--- src/rtl/dmem_arbiter_pkg.sv ---
// Shared constants for the data-memory arbiter: port IDs, word width and
// the default starvation threshold.
package dmem_arbiter_pkg;
   localparam int WORD_W               = 32;
   localparam int CNT_W                = 4;
   localparam int STARVE_LIMIT_DEFAULT = 4;

   localparam logic PORT_CPU = 1'b0;
   localparam logic PORT_DBG = 1'b1;

   function automatic logic is_misaligned(input logic [1:0] lsb);
      return |lsb;
   endfunction
endpackage

--- src/rtl/dmem_starve_ctr.sv ---
// Saturating count of consecutive cycles the debug port was denied, plus the
// threshold compare that lets it override the CPU.
module dmem_starve_ctr import dmem_arbiter_pkg::*; #(
   parameter int LIMIT = STARVE_LIMIT_DEFAULT
) (
   input  logic clk,
   input  logic rst_n,
   input  logic d_req,
   input  logic d_gnt,
   output logic starved
);
   localparam logic [CNT_W-1:0] LIMIT_C = CNT_W'(LIMIT);
   localparam logic [CNT_W-1:0] CNT_MAX = '1;

   logic [CNT_W-1:0] starve_cnt;

   always_ff @(posedge clk) begin
      if (!rst_n) begin
         starve_cnt <= '0;
      end else if (d_gnt) begin
         starve_cnt <= '0;
      end else if (d_req && starve_cnt != CNT_MAX) begin
         starve_cnt <= starve_cnt + 1'b1;
      end
   end

   assign starved = (starve_cnt >= LIMIT_C);
endmodule

--- src/rtl/dmem_arbiter.sv ---
// Two-port (CPU / debug) arbiter onto a single-ported data memory with
// one-cycle read latency; grants are combinational, responses are pipelined.
module dmem_arbiter import dmem_arbiter_pkg::*; #(
   parameter int ADDR_W       = 8,
   parameter int STARVE_LIMIT = STARVE_LIMIT_DEFAULT
) (
   input  logic              clk,
   input  logic              rst_n,
   input  logic              c_req,
   input  logic              c_we,
   input  logic [ADDR_W-1:0] c_addr,
   input  logic [WORD_W-1:0] c_wdata,
   output logic              c_gnt,
   output logic              c_rvalid,
   output logic [WORD_W-1:0] c_rdata,
   output logic              c_err,
   output logic              c_stall,
   input  logic              d_req,
   input  logic              d_we,
   input  logic [ADDR_W-1:0] d_addr,
   input  logic [WORD_W-1:0] d_wdata,
   output logic              d_gnt,
   output logic              d_rvalid,
   output logic [WORD_W-1:0] d_rdata,
   output logic              d_err,
   output logic              m_en,
   output logic              m_we,
   output logic [ADDR_W-1:0] m_addr,
   output logic [WORD_W-1:0] m_wdata,
   input  logic [WORD_W-1:0] m_rdata
);
   // Handshake: a port holds req and its fields stable until it sees gnt in
   // the same cycle; reads return rvalid exactly one cycle after that grant.
   logic              starved;
   logic              rsp_valid;
   logic              rsp_owner;
   logic [WORD_W-1:0] c_rdata_q;
   logic [WORD_W-1:0] d_rdata_q;

   dmem_starve_ctr #(.LIMIT(STARVE_LIMIT)) u_starve (
      .clk     (clk),
      .rst_n   (rst_n),
      .d_req   (d_req),
      .d_gnt   (d_gnt),
      .starved (starved)
   );

   always_comb begin
      c_gnt   = rst_n & c_req & ~(d_req & starved);
      d_gnt   = rst_n & d_req & (~c_req | starved);
      m_en    = c_gnt | d_gnt;
      m_we    = (c_gnt & c_we) | (d_gnt & d_we);
      m_addr  = '0;
      m_wdata = '0;
      if (d_gnt) begin
         m_addr  = {d_addr[ADDR_W-1:2], 2'b00};
         m_wdata = d_wdata;
      end else if (c_gnt) begin
         m_addr  = {c_addr[ADDR_W-1:2], 2'b00};
         m_wdata = c_wdata;
      end
      c_err   = c_gnt & is_misaligned(c_addr[1:0]);
      d_err   = d_gnt & is_misaligned(d_addr[1:0]);
      c_stall = c_req & ~c_gnt;
   end

   always_ff @(posedge clk) begin
      if (!rst_n) begin
         rsp_valid <= 1'b0;
         rsp_owner <= PORT_CPU;
      end else begin
         rsp_valid <= m_en & ~m_we;
         rsp_owner <= d_gnt ? PORT_DBG : PORT_CPU;
      end
   end

   // Gating with rst_n drops a read that was granted just before reset.
   assign c_rvalid = rst_n & rsp_valid & (rsp_owner == PORT_CPU);
   assign d_rvalid = rst_n & rsp_valid & (rsp_owner == PORT_DBG);

   always_ff @(posedge clk) begin
      if (!rst_n) begin
         c_rdata_q <= '0;
         d_rdata_q <= '0;
      end else begin
         if (c_rvalid) c_rdata_q <= m_rdata;
         if (d_rvalid) d_rdata_q <= m_rdata;
      end
   end

   assign c_rdata = c_rvalid ? m_rdata : c_rdata_q;
   assign d_rdata = d_rvalid ? m_rdata : d_rdata_q;
endmodule

--- config.mk ---
export PLATFORM = sky130hd
export DESIGN_NAME = dmem_arbiter
export DESIGN_NICKNAME = d
export VERILOG_FILES = /design/src/rtl/dmem_arbiter_pkg.sv /design/src/rtl/dmem_starve_ctr.sv /design/src/rtl/dmem_arbiter.sv
export SDC_FILE = /design/constraint.sdc
export NUM_CORES = 1
export LEC_CHECK = 0
export CORE_MARGIN = 2
export CORE_UTILIZATION = 38
export CTS_CLUSTER_DIAMETER = 80
export CTS_CLUSTER_SIZE = 10
export DETAILED_ROUTE_END_ITERATION = 8
export GPL_TIMING_DRIVEN = 0
export PLACE_DENSITY = 0.87
export SLEW_MARGIN = 40
export SYNTH_ARGS = -nofsm -noshare
export SYNTH_HDL_FRONTEND = slang
export SYNTH_SLANG_ARGS = --single-unit
--- constraint.sdc ---
create_clock -name clk -period 5.7 [get_ports clk]
set_input_delay 1.71 -clock clk [delete_from_list [all_inputs] [get_ports clk]]
set_output_delay 1.71 -clock clk [all_outputs]
set_load 0.02 [all_outputs]
# Word-level counts from Yosys, hierarchy flattened
# Index checks and enable logic that the tools add are counted.
# word_totals
reg_bits	70
in_bits	118
output_inout_bits	113
elab_cells	42
# op_classes
addsub	1
n_lt_le_gt_ge	1
eq_ne	1
muxes	7
bitwise	23
reduce_logical	4
# op_table
cell	count
two-way mux 32 bit	4
two-way mux 8 bit	2
bitwise AND 1 bit	14
NOT 1 bit	6
OR reduction 2 bit	3
adder 4 x 1 -> 4 bit (second input constant)	1
>= comparator 4 x 3 -> 1 bit (second input constant)	1
inequality test 4 bit (second input constant)	1
OR 1 bit	3
logical AND 1 bit	1
two-way mux 1 bit	1

# Longest topological paths before layout
# logic_depth
word_depth	8
mapped_depth	5
ltp_nobuf	4

# Hierarchy
# From an unflattened synthesis, not the netlist that was laid out.
# hier_totals
hier_cells	532
area_unflattened_um2	4299.1
# by_module_without_submodules
mod	instances	cells_per_inst	area_each_um2	seq_area_each_um2
dmem_arbiter	1	510	4101.4	1321.3
dmem_starve_ctr	1	22	197.7	80.1

# Worst setup path before layout
# No wires, ideal clock.
# synth_timing
kind	input-to-output
from	input c_req
to	output m_addr[2]
arrival_ns	2.783
t_required_ns	3.990
setup_slack_ns	1.207
stages	5
n_path_buf	2
path_cell_list	or3b_4 > and3_4 > buf_6 > buf_6 > a22o_1
# synth_via
elab_chain_len	4
elab_cells_between_ends	7
classes_between	mux (2); bitwise (5)
# synth_lines
item	line	text
start: declaration	dmem_arbiter.sv:9	input logic c_req,
NOT 1 bit	dmem_arbiter.sv:50	d_gnt = rst_n & d_req & (~c_req | starved);
OR 1 bit	dmem_arbiter.sv:50	
bitwise AND 1 bit	dmem_arbiter.sv:50	
named net d_gnt	dmem_arbiter.sv:22	output logic d_gnt,
two-way mux 8 bit	dmem_arbiter.sv:55	if (d_gnt) begin
end: declaration	dmem_arbiter.sv:28	output logic [ADDR_W-1:0] m_addr,
# The timed path passes the listed nets, and every way through them passes these cells.

# Worst setup path after layout
# layout_timing
from	input c_req
to	output m_wdata[5]
# layout_via
elab_chain_len	4
elab_cells_between_ends	7
classes_between	mux (2); bitwise (5)
# layout_lines
item	line	text
bitwise AND 1 bit or NOT 1 bit (tied branches)	dmem_arbiter.sv:49, dmem_arbiter.sv:50	
bitwise AND 1 bit or OR 1 bit (tied branches)	dmem_arbiter.sv:49, dmem_arbiter.sv:50	
two-way mux 32 bit or bitwise AND 1 bit (tied branches)	dmem_arbiter.sv:58, dmem_arbiter.sv:50	
two-way mux 32 bit *	dmem_arbiter.sv:55	
end: declaration	dmem_arbiter.sv:29	output logic [WORD_W-1:0] m_wdata,
# Every way passes the cells marked *; elsewhere a longest branch is shown, timed or not.

==> run_results.csv <==
group,metric,value,unit
worst_hold_path,hp-start,"u_starve.starve_cnt[3]",
setup_path,path_class,"input port to output pin",
drt,drt_iter0_markers,59,
setup_path,endpoint_kind,"output pin",
place,portBuffers,227,
yosys,yosysMostFrequentCell,"dfxtp_1",
yosys,syn_area_per_cell,10.8,µm²
setup_path,crit_start,"c_req",
floorplanning,core_region_area,8260,µm²
clock_network,cts_setup_buffers,0,
yosys,ys_ff_latch,70,
final_layout,nFillCells,650,
grt,grt_max_degree,13,
clock_network,h-tree-depth,3,
yosys,ys_seq_area_frac,0.431,
worst_hold_path,hold-path-endpoint,"u_starve.starve_cnt[3]",
floorplanning,start_util,0.393,
setup_path,crit_fanout,10,
grt,antenna_found_initial,0,
yosys,synth_area_leaders,"dfxtp_1 (43%), mux2_2 (22%), and2_1 (12%), a22o_1 (10%), buf_6 (1.7%)",
sta,fin_crit,5.65,ns
place,gp_congestion,0.757,
setup_path,r2r_cells,4,
power_and_ir_drop,leakagePower,2.43,nW
sta,fin_skew,0.0114,ns
sta,setup_viol,0,
drt,drc,0,
place,hpwl,8790,µm
worst_hold_path,hold_depth,2,
drt,vias_per_cell,4.84,
yosys,synth_area_leader_cell,"dfxtp_1",
drt,post_drt_wl_per_cell,16.9,µm
setup_path,r2r_start,"rsp_owner",
clock_network,clockBufferDepth,2,
clock_network,cts_buffers,9,
clock_network,clock-sinks,70,
yosys,synth_area,3250,µm²
clock_network,hold_buffers,0,
clock_network,path_clk_slew,0.06,ns
grt,grtUsageTotal,0.218,
grt,grt_pass1_vias,3146,
floorplanning,num_io_pins,231,
sta,period_share,0.991,
sta,holdWs,0.502,ns
sta,rsz0062_at_grt,"no",
floorplanning,num_rows,33,
yosys,synth_top_cells_by_count,"dfxtp_1 (70), and2_1 (64), mux2_2 (64)",
setup_path,ff2ff_setup_slack,4.14,ns
clock_network,cts_resized,0,
drt,via_count,3143,
power_and_ir_drop,max-vdd-ir-drop,0.000148,V
floorplanning,die_x,96.5,µm
clock_network,cts_tree,"done",
yosys,synth_ff_type,"dfxtp_1",
floorplanning,die_y,96.5,µm
yosys,yosysUniqueCellTypes,26,
clock_network,clkLatencyLatePin,0.33,ns
drt,routed_wirelength,11000,µm
final_layout,drive_gt1_frac,0.182,
setup_path,r2r-end,"c_rdata_q[28]",
sta,final_hold_viol_count,0,
floorplanning,floorplan.die_area,9300,µm²
yosys,syn_inst,301,
sta,max_freq,0.177,GHz
status,status,"finished clean",
sta,slew_violations,0,
yosys,synthArstFlopShare,0,
worst_hold_path,hp-class,"register to register",
final_layout,synthToLayoutAreaGrowth,79.7,%
yosys,synth_edf_count,0,
final_layout,nets,659,
flow_run,drv_cap,0,
final_layout,fin_util,0.707,
setup_path,cp-start-kind,"input port",
grt,grt_pass1_wl,15400,µm
grt,grt_overflow_total,0,
final_layout,antenna_cells,0,
drt,drtAntennaViolNets,0,
sta,setup-tns-final,0,ns
yosys,yosys.area.top_type_share,0.431,
yosys,yosys_warnings,0,
setup_path,required,3.99,ns
power_and_ir_drop,power_density,192,nW/µm²
drt,drtPass1Iterations,4,
setup_path,arrival,3.94,ns
clock_network,root_buffer,"clkbuf_8",
## through the flow
| step | cells | power (mW) | cell area (µm²) | setup slack (ns) |
|---|---|---|---|---|
| floorplan | 302 | 0.620 | 3250 | 1.21 |
| global route | 650 | 1.17 | 5840 | 0.0118 |
| CTS | 650 | 1.13 | 5830 | 0.0111 |
| global placement | 634 | 0.780 | 5660 | 0.0286 |
| detailed placement | 634 | 0.785 | 5660 | 0.0158 |
| finish | 650 | 1.12 | 5840 | 0.0526 |
## per-layer routing
layer / vias to the layer above / track usage / wire (µm)
met2: 123 / 0.427 / 5840
met3: 6 / 0.0698 / 1070
met1: 1484 / 0.224 / 4040
met5: - / 0 / 0
li1: 1530 / - / -
met4: 0 / 0.0505 / 56
## area by class of cell
class                   count  area, µm²  area share
flip-flops and latches     70       1400       0.240
plain buffers              27        160      0.0274
clock inverters             5       33.8     0.00579
well taps                 105        131      0.0225
repair buffers            227       2280       0.390
inverters                   4       15.0     0.00257
clock buffers              11        141      0.0242
multi-input cells         201       1680       0.287
## cells by family after synthesis
group	after synthesis	share of synthesized area
and+or+nand+nor	87	0.166
AOI/OAI and AO/OA	47	0.122
DFF	70	0.431
muxes	64	0.222
adders and majority gates	1	0.00385
other	1	0.00115
buffers and inverters	31	0.0539
## how the worst max path moves through the flow
stage                  to  slack [ns]  cells after the start
3_5_place_dp   m_wdata[4]        0.02                      7
3_3_place_gp   m_wdata[4]        0.03                      7
2_1_floorplan   m_addr[2]        1.21                      5
5_1_grt        m_wdata[5]        0.01                      7
4_1_cts        m_wdata[4]        0.01                      7
6_report       m_wdata[5]        0.05                      7
## report_power, final
| part | leakage (nW) | switching (mW) | internal, mW |
|---|---|---|---|
| Sequential | 0.566 | 0.00273 | 0.498 |
| Combinational | 1.77 | 0.111 | 0.161 |
| Clock | 0.0857 | 0.180 | 0.170 |
| Total | 2.43 | 0.294 | 0.829 |
## flip-flops by register name (all words and copies together), names as in the netlist
| signal | flops |
|---|---|
| c_rdata_q | 32 |
| rsp_valid | 1 |
| u_starve.starve_cnt | 4 |
| rsp_owner | 1 |
| d_rdata_q | 32 |
## placed cells by master (no fill, tap or decap), types with 2 or more instances in the layout
cell type / n
nand4_1: 2
a21oi_1: 2
nand2_1: 2
and2_1: 64
a311oi_1: 2
nor2_1: 4
dlymetal6s2s_1: 2
clkinvlp_4: 2
clkbuf_1: 10
conb_1: 2
buf_2: 11
clkdlybuf4s50_1: 225
nand2b_1: 2
clkinv_2: 2
o21a_1: 2
a22o_1: 38
clkbuf_8: 10
nand3_1: 5
dfxtp_1: 70
and3_1: 2
nand3b_1: 4
inv_1: 4
buf_4: 2
mux2_2: 64
buf_6: 5
## worst max-delay path, cell delays in order
cell and delay, ns:
clkdlybuf4s50_1 0.56, or3b_4 0.44, and3_4 0.19, buf_6 0.13, buf_6 0.14, a22o_1 0.18
clkdlybuf4s50_1 0.58
Note: power is estimated with default switching activity, not from simulation.
